`config.mk`:
```
export PLATFORM = sky130hd
export DESIGN_NAME = add_sub_seq_flat
export DESIGN_NICKNAME = d
export VERILOG_FILES = /design/src/rtl/add_sub_seq_if.sv /design/src/rtl/add_sub_seq.sv /design/src/flat_wrapper.sv
export SDC_FILE = /design/constraint.sdc
export NUM_CORES = 1
export LEC_CHECK = 0
export ABC_AREA = 1
export CAP_MARGIN = 20
export CORE_MARGIN = 8
export CORE_UTILIZATION = 55
export DETAILED_ROUTE_END_ITERATION = 16
export GPL_ROUTABILITY_DRIVEN = 1
export PLACE_DENSITY = 0.83
export REMOVE_ABC_BUFFERS = 1
export SETUP_SLACK_MARGIN = 0.1
export SLEW_MARGIN = 20
export SYNTH_ARGS = -nofsm -noshare
export SYNTH_HDL_FRONTEND = slang
export SYNTH_SLANG_ARGS = --single-unit
```
`constraint.sdc`:
```
create_clock -name clk -period 5.3 [get_ports clk]
set_input_delay 1.06 -clock clk [delete_from_list [all_inputs] [get_ports clk]]
set_output_delay 1.06 -clock clk [all_outputs]
set_load 0.01 [all_outputs]
```
`src/rtl/add_sub_seq_if.sv`:
```
// Operand/result handshake bundle for the chunked adder/subtractor.
// The master drives operands and accepts results. The slave is the arithmetic block.
interface add_sub_seq_if #(
  parameter int WIDTH = 32
);
  logic             in_valid;
  logic             in_ready;
  logic [WIDTH-1:0] operand_a;
  logic [WIDTH-1:0] operand_b;
  logic             sub;
  logic             out_valid;
  logic             out_ready;
  logic [WIDTH-1:0] sum;
  logic             carry_out;
  logic             overflow;
  logic             busy;

  modport master (
    output in_valid, operand_a, operand_b, sub, out_ready,
    input  in_ready, out_valid, sum, carry_out, overflow, busy
  );

  modport slave (
    input  in_valid, operand_a, operand_b, sub, out_ready,
    output in_ready, out_valid, sum, carry_out, overflow, busy
  );
endinterface

```
`src/rtl/add_sub_seq.sv`:
```
// Multi-cycle adder/subtractor: adds CHUNK bits per cycle, LSB chunk first, through a registered carry.
// Subtraction is a + ~b + 1, with the +1 entering as the initial carry.
module add_sub_seq #(
  parameter int WIDTH = 32,
  parameter int CHUNK = 8
) (
  input  logic         clk,
  input  logic         rst,
  add_sub_seq_if.slave bus
);
  localparam int NCH   = WIDTH / CHUNK;
  localparam int CNT_W = (NCH > 1) ? $clog2(NCH) : 1;
  localparam logic [CNT_W-1:0] LAST_CNT = CNT_W'(NCH - 1);

  typedef enum logic [1:0] {
    IDLE = 2'd0,
    RUN  = 2'd1,
    DONE = 2'd2
  } state_t;

  state_t           state_q, state_d;
  logic [CNT_W-1:0] cnt_q, cnt_d;
  logic [WIDTH-1:0] a_q, a_d;
  logic [WIDTH-1:0] b_q, b_d;
  logic [WIDTH-1:0] sum_q, sum_d;
  logic             carry_q, carry_d;
  logic             cout_q, cout_d;
  logic             ovf_q, ovf_d;

  logic [CHUNK-1:0] a_chunk [NCH];
  logic [CHUNK-1:0] b_chunk [NCH];
  logic [CHUNK:0]   chunk_res;
  logic [CHUNK-1:0] chunk_s;
  logic             chunk_c;
  logic             chunk_ovf;
  logic [WIDTH-1:0] sum_upd;

  // Slice the latched operands into chunks; each result chunk only takes the adder output on its own cycle.
  generate
    for (genvar gi = 0; gi < NCH; gi++) begin : g_chunk
      assign a_chunk[gi] = a_q[gi*CHUNK +: CHUNK];
      assign b_chunk[gi] = b_q[gi*CHUNK +: CHUNK];
      assign sum_upd[gi*CHUNK +: CHUNK] =
        (cnt_q == CNT_W'(gi)) ? chunk_s : sum_q[gi*CHUNK +: CHUNK];
    end
  endgenerate

  assign chunk_res = {1'b0, a_chunk[cnt_q]} + {1'b0, b_chunk[cnt_q]} + {{CHUNK{1'b0}}, carry_q};
  assign chunk_s   = chunk_res[CHUNK-1:0];
  assign chunk_c   = chunk_res[CHUNK];
  // b_q already holds the inverted operand for subtraction, so one rule covers both modes.
  assign chunk_ovf = (a_q[WIDTH-1] == b_q[WIDTH-1]) && (chunk_s[CHUNK-1] != a_q[WIDTH-1]);

  always_comb begin
    state_d = state_q;
    cnt_d   = cnt_q;
    a_d     = a_q;
    b_d     = b_q;
    sum_d   = sum_q;
    carry_d = carry_q;
    cout_d  = cout_q;
    ovf_d   = ovf_q;
    case (state_q)
      IDLE: begin
        if (bus.in_valid) begin
          a_d     = bus.operand_a;
          b_d     = bus.sub ? ~bus.operand_b : bus.operand_b;
          carry_d = bus.sub;
          sum_d   = '0;
          cnt_d   = '0;
          state_d = RUN;
        end
      end
      RUN: begin
        sum_d   = sum_upd;
        carry_d = chunk_c;
        if (cnt_q == LAST_CNT) begin
          cout_d  = chunk_c;
          ovf_d   = chunk_ovf;
          state_d = DONE;
        end else begin
          cnt_d = cnt_q + CNT_W'(1);
        end
      end
      DONE: begin
        if (bus.out_ready) begin
          state_d = IDLE;
        end
      end
      default: state_d = IDLE;
    endcase
  end

  always_ff @(posedge clk or posedge rst) begin
    if (rst) begin
      state_q <= IDLE;
      cnt_q   <= '0;
      a_q     <= '0;
      b_q     <= '0;
      sum_q   <= '0;
      carry_q <= 1'b0;
      cout_q  <= 1'b0;
      ovf_q   <= 1'b0;
    end else begin
      state_q <= state_d;
      cnt_q   <= cnt_d;
      a_q     <= a_d;
      b_q     <= b_d;
      sum_q   <= sum_d;
      carry_q <= carry_d;
      cout_q  <= cout_d;
      ovf_q   <= ovf_d;
    end
  end

  assign bus.in_ready  = (state_q == IDLE);
  assign bus.out_valid = (state_q == DONE);
  assign bus.busy      = (state_q != IDLE);
  assign bus.sum       = sum_q;
  assign bus.carry_out = cout_q;
  assign bus.overflow  = ovf_q;
endmodule
```
`src/flat_wrapper.sv`:
```
// flat-port wrapper written by rule: the top's interface ports become plain ports
module add_sub_seq_flat 
#(
  parameter int WIDTH = 32,
  parameter int CHUNK = 8
)
  (clk, rst, bus_in_valid, bus_operand_a, bus_operand_b, bus_sub, bus_out_ready, bus_in_ready, bus_out_valid, bus_sum, bus_carry_out, bus_overflow, bus_busy);
  add_sub_seq_if #(.WIDTH(WIDTH)) bus_i ();
  input  logic clk;
  input  logic rst;
  input wire logic [$bits(bus_i.in_valid)-1:0] bus_in_valid;
  input wire logic [$bits(bus_i.operand_a)-1:0] bus_operand_a;
  input wire logic [$bits(bus_i.operand_b)-1:0] bus_operand_b;
  input wire logic [$bits(bus_i.sub)-1:0] bus_sub;
  input wire logic [$bits(bus_i.out_ready)-1:0] bus_out_ready;
  output wire logic [$bits(bus_i.in_ready)-1:0] bus_in_ready;
  output wire logic [$bits(bus_i.out_valid)-1:0] bus_out_valid;
  output wire logic [$bits(bus_i.sum)-1:0] bus_sum;
  output wire logic [$bits(bus_i.carry_out)-1:0] bus_carry_out;
  output wire logic [$bits(bus_i.overflow)-1:0] bus_overflow;
  output wire logic [$bits(bus_i.busy)-1:0] bus_busy;
  assign bus_i.in_valid = bus_in_valid;
  assign bus_i.operand_a = bus_operand_a;
  assign bus_i.operand_b = bus_operand_b;
  assign bus_i.sub = bus_sub;
  assign bus_i.out_ready = bus_out_ready;
  assign bus_in_ready = bus_i.in_ready;
  assign bus_out_valid = bus_i.out_valid;
  assign bus_sum = bus_i.sum;
  assign bus_carry_out = bus_i.carry_out;
  assign bus_overflow = bus_i.overflow;
  assign bus_busy = bus_i.busy;
  add_sub_seq #(.WIDTH(WIDTH), .CHUNK(CHUNK)) u_core (.clk(clk), .rst(rst), .bus(bus_i));
endmodule
```
## Yosys cells after proc, flatten, opt, wreduce, memory -nomap -nowiden

Cells that the tools add are included.

| cells by class | value |
|---|---|
| add/sub/neg operators | 3 |
| magnitude comparators | 1 |
| equality and inequality tests | 14 |
| muxes and demuxes | 22 |
| bitwise logic cells | 2 |
| reduce and logical (&&, ||, !) cells | 14 |

Operator list:

| operator | number |
|---|---|
| $mux W32 | 2 |
| $mux W8 | 8 |
| $pmux W32 S2 | 1 |
| $bmux W8 S2 | 2 |
| $not A32 Y32 | 1 |
| $reduce_and A3 Y1 | 6 |
| $mux W2 | 5 |
| $add A8 B8 Y9 | 1 |
| $add A9 B1 Y9 | 1 |
| $ne A2 B1 Y1 const B | 4 |
| $eq A2 B2 Y1 const B | 3 |
| $ne A2 B2 Y1 const B | 3 |
| $pmux W2 S3 | 1 |
| $reduce_and A2 Y1 | 3 |
| $eq A2 B1 Y1 const B | 2 |
| $logic_not A2 Y1 | 2 |
| $pmux W2 S2 | 1 |
| $reduce_bool A2 Y1 | 2 |
| $ge A3 B3 Y1 const B | 1 |
| $not A2 Y3 | 1 |
| $add A2 B1 Y2 const B | 1 |
| $pmux W1 S2 | 1 |
| $eq A1 B1 Y1 | 1 |
| $logic_and A1 B1 Y1 | 1 |
| 2 further kinds | 2 |

| word-level totals | value |
|---|---|
| register bits | 103 |
| input bits | 69 |
| word-level logic and storage cells | 67 |

## Longest topological paths before layout

Gate-level depths: netlist (run 1).

| depth | value |
|---|---|
| word-level depth | 8 |
| gate-level depth with buffers | 14 |
| mapped depth without buffers | 13 |

## Worst setup path after synthesis (run 1)

No wires, ideal clock.

| path | value |
|---|---|
| kind | register -> register |
| start | register u_core.cnt_q[0] |
| end | register u_core.sum_q[14], in the netlist u_core.bus.sum[14] |
| data arrival time | 2322 ps |
| setup slack | 2895 ps |
| cell stages (with the launch flop) | 14 |
| buffers on the path | 1 |
| clock period less this slack | 2405 ps |
| cells stage by stage | dfrtp_1 > inv_1 > clkbuf_1 > nor2_1 > o22ai_1 > fa_1 > fa_1 > nand3_1 > nand2_1 > nand2_1 > nand2_1 > nand2_1 > nand3_1 > o21ai_0 |

| on the way | value |
|---|---|
| word-level cells in the longest chain between the ends | 8 |
| elaborated cells on any way between the ends | 14 |

Ends and longest elaborated chain:

| what | line | source |
|---|---|---|
| start, declared | add_sub_seq.sv:22 | `logic [CNT_W-1:0] cnt_q, cnt_d;` |
| start signal, assigned | add_sub_seq.sv:106 | `cnt_q <= cnt_d;` |
| $not A2 Y3 (implied by the code) | add_sub_seq.sv:48 | `assign chunk_res = {1'b0, a_chunk[cnt_q]} + {1'b0, b_chunk[cnt_q]} + {{CHUNK{1'b0}}, carry_q};` |
| $bmux W8 S2 | add_sub_seq.sv:48 |  |
| $mux W8 (implied by the code) (2 in a row) | add_sub_seq.sv:48 |  |
| $add A8 B8 Y9 | add_sub_seq.sv:48 |  |
| $add A9 B1 Y9 | add_sub_seq.sv:48 |  |
| $mux W8 | add_sub_seq.sv:44 | `(cnt_q == CNT_W'(gi)) ? chunk_s : sum_q[gi*CHUNK +: CHUNK];` |
| $pmux W32 S2 | add_sub_seq.sv:63 | `case (state_q)` |
| end signal, assigned | add_sub_seq.sv:109 | `sum_q <= sum_d;` |
| end, declared | add_sub_seq.sv:25 | `logic [WIDTH-1:0] sum_q, sum_d;` |

Parallel ways exist; a longest one is shown, timed or not. The select of a mux whose other input is x is not followed.
A chain may end at the register's enable or synchronous reset.

## Final worst setup path (run 1)

| path | value |
|---|---|
| start | register u_core.cnt_q[0] |
| end | register u_core.sum_q[12], in the netlist u_core.bus.sum[12] |

Same word-level chain as after synthesis.

==> flow_summary_export.csv, run 1 <==
group,metric,value,unit
outcome,outcome,"finished clean",
timing,finalCritPeriodShare,61.9,%
layout,stdcell_count,793,
timing,grt_setup_unrepaired,"no",
yosys,synth.lib_cells_used.distinct,25,
yosys,synthTopCellsByArea,"dfrtp_1 (51%), nand2_1 (15%), o21ai_0 (8.2%)",
yosys,synth_area,5010,µm²
flow_run,drv_cap,0,
floorplanning,rows,35,
timing,post-route-min-period,3.28,ns
floorplanning,dieArea,12400,µm²
clocking,cts.path.max_buffers,2,
worst_setup_path,timing_worst_setup_path_type,"reg2reg",
layout,fillCellCount,700,
layout,final_nets,760,
global_route,grt_max_degree,72,
clocking,cts_max_level,3,
min_path,hp-class,"reg2reg",
yosys,synth_cells,590,
timing,finalSetupViolations,0,
pwr,peakVddDrop,0.314,mV
worst_setup_path,worstPathRequired,5.52,ns
yosys,synth.top_cell.area_share,51.4,%
yosys,ys_ff_latch,103,
layout,diodes,0,
placed_design,dpl.hpwl,8850,µm
layout,synthToLayoutAreaGrowth,25.3,%
pwr,powerDensity,669,nW/µm²
timing,slew_violations,0,
clocking,cts_tree,"yes",
clocking,postCtsSetupBuffers,0,
worst_setup_path,slowest_delay,0.50,ns
clocking,numCtsBuffers,9,
yosys,ys_seq_area_share,51.4,%
global_route,grt_use_total,19.6,%
drt,vias,4248,
floorplanning,core,9020,µm²
global_route,antenna_found_initial,0,
drt,antenna_left,0,
timing,fmax,0.305,GHz
floorplanning,io-pin-count,106,
pwr,cellLeakagePower,2.95,nW
placed_design,port_buffers,105,
drt,routedWlPerCell,15.2,µm
worst_setup_path,crit_path_top_delay_cell,"inv_1",
placed_design,gp_congestion,0.829,
timing,hold_viol,0,
drt,drc,0,
placed_design,dp.cells,778,
yosys,ys_warn_count,0,
drt,dr.first_iter.drc_count,262,
yosys,yosysTopAreaCell,"dfrtp_1",
global_route,grt_pass1_wl,20500,µm
drt,drt-pass1-iter-count,5,
clocking,ctsHoldBuffers,0,
global_route,grt-ovfl-total,0,
worst_setup_path,cp-start-kind,"flip-flop",
layout,final_common_cell,"nand2_1",
worst_setup_path,path_buf_inv,2,
worst_setup_path,critPathMostFrequentCell,"o21ai_0",
layout,final_cell_mix,"nand2_1 (207), clkdlybuf4s50_1 (104), dfrtp_1 (103)",
timing,worst_pin_slew,0.972,ns
floorplanning,die_h,111,µm
worst_setup_path,crit_chain,"buf_4 > inv_1 > o21ai_0 > o22ai_1 > fa_1 > fa_1 > nand3_1 > nand2_1 > o21ai_0 > o21ai_0",
floorplanning,die_w,111,µm
clocking,path_clk_slew,0.09,ns
timing,slew_headroom,35.1,%
global_route,grt_pass1_vias,4293,
clocking,cts.repair.resized,0,
worst_setup_path,crit_arrival,3.51,ns
yosys,syn_area_per_cell,8.50,µm²
timing,skew,0.00868,ns
timing,setup_tns,0,ns
timing,hold_slack,0.481,ns
worst_setup_path,path_max_fanout,36,
drt,viasPerCell,5.36,
clocking,cts.sinks,103,
floorplanning,start_util,55.6,%
clocking,cts_root_buf,"clkbuf_8",
layout,ff_latch_area,2580,µm²
layout,final_layout_size_suffix_gt1_share,5.57,%
worst_setup_path,cpLargestDelayFamily,"compound AO/OA/AOI/OAI gates",
clocking,clk_latency,0.36,ns
drt,finalWirelength,12100,µm
worst_setup_path,endpoint_kind,"flip-flop",
layout,multi_input_area,2160,µm²
through the flow:
stage | total power [mW] | worst slack [ns] | utilization (%) | area [µm²]
2_1_floorplan | 2.82 | 1.54 | - | 4830
3_3_place_gp | 3.47 | 2.27 | 67.0 | 6040
3_5_place_dp | 3.59 | 2.09 | 67.0 | 6040
4_1_cts | 4.20 | 2.05 | 69.7 | 6290
5_1_grt | 4.58 | 1.74 | 69.7 | 6290
6_report | 4.21 | 2.02 | 69.7 | 6290
cells by family after synthesis:
logic type                 count (synthesis)  share of synthesized area, %
xor gates and xnor gates                  32                          5.59
DFF                                      103                          51.4
AOI/OAI and AO/OA                        120                          12.9
and+or+nand+nor                          267                          21.1
buffers and inverters                     55                          5.46
adders and majority gates                 13                          3.54
registers in the layout (all words and copies together), names as in the netlist:
name / count
u_core.bus.overflow: 1
u_core.a_q: 32
u_core.bus.carry_out: 1
u_core.carry_q: 1
u_core.b_q: 32
u_core.cnt_q: 2
u_core.state_q: 2
u_core.bus.sum: 32
Yosys cell counts (all sizes together):
cell / count
ha: 11
fa: 2
xnor2: 32
nand3: 12
inv: 24
or2: 2
dfrtp: 103
a21oi: 7
nand2: 208
buf: 22
o31ai: 1
nand4: 5
nor2: 39
o21ai: 96
o22ai: 16
nand3b: 1
clkbuf: 9
path summary, 6_finish.rpt:
path / from / to / slack, ns / depth (start not counted)
max in group asynchronous: rst / u_core.b_q[30] / 3.13 / 3
worst min-delay path: u_core.a_q[9] / u_core.a_q[9] / 0.48 / 2
worst max-delay path: u_core.cnt_q[0] / u_core.bus.sum[12] / 2.02 / 10
min in group asynchronous: rst / u_core.bus.sum[0] / 1.17 / 2
worst min register to register: u_core.a_q[9] / u_core.a_q[9] / 0.48 / 2
worst max register to register: u_core.cnt_q[0] / u_core.bus.sum[12] / 2.02 / 10
report_power, final:
part	switching [mW]	internal, mW
Clock	0.251	0.337
Sequential	0.240	1.15
Combinational	1.37	0.858
worst min-delay path, delay by kind of cell (launching register included):
kind	cells	cell delay [ns]
flops	1	0.35
simple gates	2	0.10
layer usage:
layer	global-route usage (%)	part of all wire, %	vias up
li1	-	-	2077
met1	25.0	44	2007
met2	32.0	48	144
met3	5.05	6.1	20
met4	5.96	1.2	0
met5	0	0	-
cell type report:
| cell class | instances | area share (%) |
|---|---|---|
| flip-flops and latches | 103 | 41.0 |
| multi-input cells | 432 | 34.4 |
| repair buffers | 108 | 17.0 |
| clock buffers | 12 | 2.47 |
| well taps | 111 | 2.21 |
| inverters | 24 | 1.47 |
| clock inverters | 3 | 1.43 |
Power figures use the tool's default switching activity.
==> inputs of run 2 (changes only) <==
CORE_UTILIZATION = 46   (was 55)
PLACE_DENSITY = 0.74   (was 0.83)
clock period = 2.7 ns   (was 5.3 ns; I/O delays follow)
==> run 2 against run 1 <==
  * Final cell count rose by 4.7%
  * First-iteration DRC count increased by 17%
  * Global-route usage decreased by 2.7 points
  * Critical path type unchanged
  * Largest cell class unchanged
==> flow_summary_export.csv, run 2 (synthesis gave the netlist of run 1 again) <==
group,metric,value,unit
clocking,cts_tree,"yes",
drt,drt-pass1-iter-count,6,
worst_setup_path,slowest_delay,0.46,ns
drt,viasPerCell,5.09,
layout,diodes,0,
worst_setup_path,worstPathRequired,2.98,ns
worst_setup_path,crit_path_top_delay_cell,"dfrtp_2",
timing,fmax,0.417,GHz
timing,setup_tns,0,ns
placed_design,port_buffers,105,
timing,slew_violations,0,
placed_design,place_area,6130,µm²
timing,post-route-min-period,2.40,ns
flow_run,drv_cap,0,
clocking,path_clk_slew,0.11,ns
floorplanning,io-pin-count,106,
layout,ff_latch_area,2580,µm²
pwr,cellLeakagePower,2.98,nW
floorplanning,dieArea,14500,µm²
global_route,grt_pass1_wl,20300,µm
layout,final_area,6380,µm²
worst_setup_path,critPathMostFrequentCell,"nand2_1",
drt,finalWirelength,12000,µm
worst_setup_path,crit_arrival,2.67,ns
global_route,grt_max_degree,61,
drt,dr.first_iter.drc_count,306,
layout,final_layout_size_suffix_gt1_share,7.83,%
clocking,numCtsBuffers,9,
timing,slew_headroom,38.9,%
worst_setup_path,endpoint_kind,"flip-flop",
placed_design,post-place-ws,0.0554,ns
drt,routedWlPerCell,14.5,µm
floorplanning,die_w,120,µm
clocking,cts.path.max_buffers,2,
timing,worst_slack,0.301,ns
pwr,powerDensity,1290,nW/µm²
clocking,cts.sinks,103,
placed_design,dpl.hpwl,9300,µm
global_route,grt-ovfl-total,0,
clocking,clk_latency,0.37,ns
timing,finalSetupViolations,0,
clocking,cts_root_buf,"clkbuf_8",
timing,finalCritPeriodShare,88.9,%
layout,final_nets,767,
drt,antenna_left,0,
worst_setup_path,reg2reg_from,"u_core.cnt_q[1]",
placed_design,gp_congestion,0.855,
layout,final_cell_mix,"nand2_1 (207), clkdlybuf4s50_1 (104), dfrtp_1 (101)",
min_path,hp-class,"in2async",
timing,hold_viol,0,
worst_setup_path,cpLargestDelayFamily,"compound AO/OA/AOI/OAI gates",
worst_setup_path,crit_start,"u_core.cnt_q[1]",
layout,final_util,59.4,%
clocking,cts_max_level,3,
timing,skew,0.0181,ns
drt,vias,4223,
layout,synthToLayoutAreaGrowth,27.2,%
floorplanning,start_util,46.7,%
global_route,antenna_found_initial,0,
global_route,grt_use_total,16.9,%
timing,hold_slack,0.436,ns
worst_setup_path,path_buf_inv,3,
worst_setup_path,crit_chain,"inv_2 > buf_4 > o21ai_0 > o22ai_1 > ha_1 > nand2_1 > inv_1 > a21oi_1 > nand2_1 > nand2_1 > nand3_1 > o21ai_0",
floorplanning,die_h,120,µm
clocking,ctsHoldBuffers,0,
drt,drc,0,
timing,worst_pin_slew,0.916,ns
layout,fillCellCount,948,
outcome,outcome,"finished clean",
timing,grt_setup_unrepaired,"no",
layout,multi_input_area,2180,µm²
floorplanning,rows,38,
pwr,peakVddDrop,0.575,mV
worst_setup_path,timing_worst_setup_path_type,"reg2reg",
layout,final_common_cell,"nand2_1",
worst_setup_path,path_max_fanout,14,
global_route,grt_pass1_vias,4242,
worst_setup_path,cp-start-kind,"flip-flop",
floorplanning,core,10700,µm²
-- run 2: worst paths after layout --
kind,slack (ns),end,cells past startpoint
min in group clk,0.48,u_core.a_q[14],2
max in group asynchronous,1.63,u_core.cnt_q[0],3
hold / removal,0.44,u_core.bus.sum[16],2
setup reg to reg,0.30,u_core.bus.sum[7],12
hold reg to reg,0.48,u_core.a_q[14],2
setup / recovery,0.30,u_core.bus.sum[7],12
-- run 2: routing by layer --
layer / vias up / global-route usage (%) / share of wire [%]
met5: - / 0 / 0
met4: 0 / 4.37 / 1.0
met3: 12 / 3.92 / 6.5
met2: 137 / 27.6 / 47
met1: 1985 / 22.2 / 46
li1: 2089 / - / -
-- run 2: layout make-up --
class / instances / area share [%]
Timing Repair Buffer: 115 / 18.0
Clock buffer: 9 / 1.94
Clock inverter: 7 / 1.31
Tap cell: 140 / 2.75
Sequential cell: 103 / 40.5
Inverter: 24 / 1.45
Multi-Input combinational cell: 432 / 34.1
-- run 2: timing repair --
action,4_1_cts,5_1_grt
resized for setup,2,12
setup buffers,0,1
setup endpoints to repair,5,23
pin swaps,0,2
-- run 2: power breakdown --
group	leakage, nW	switching, mW	internal, mW
Clock	0.108	0.562	0.451
Combinational	1.58	2.70	1.78
Sequential	1.29	0.462	2.26
-- run 2: through the flow --
stage | instances | total power [mW]
3_3_place_gp | 813 | 6.96
3_5_place_dp | 813 | 7.11
2_1_floorplan | 559 | 5.54
4_1_cts | 829 | 8.13
6_report | 830 | 8.21
5_1_grt | 830 | 8.95
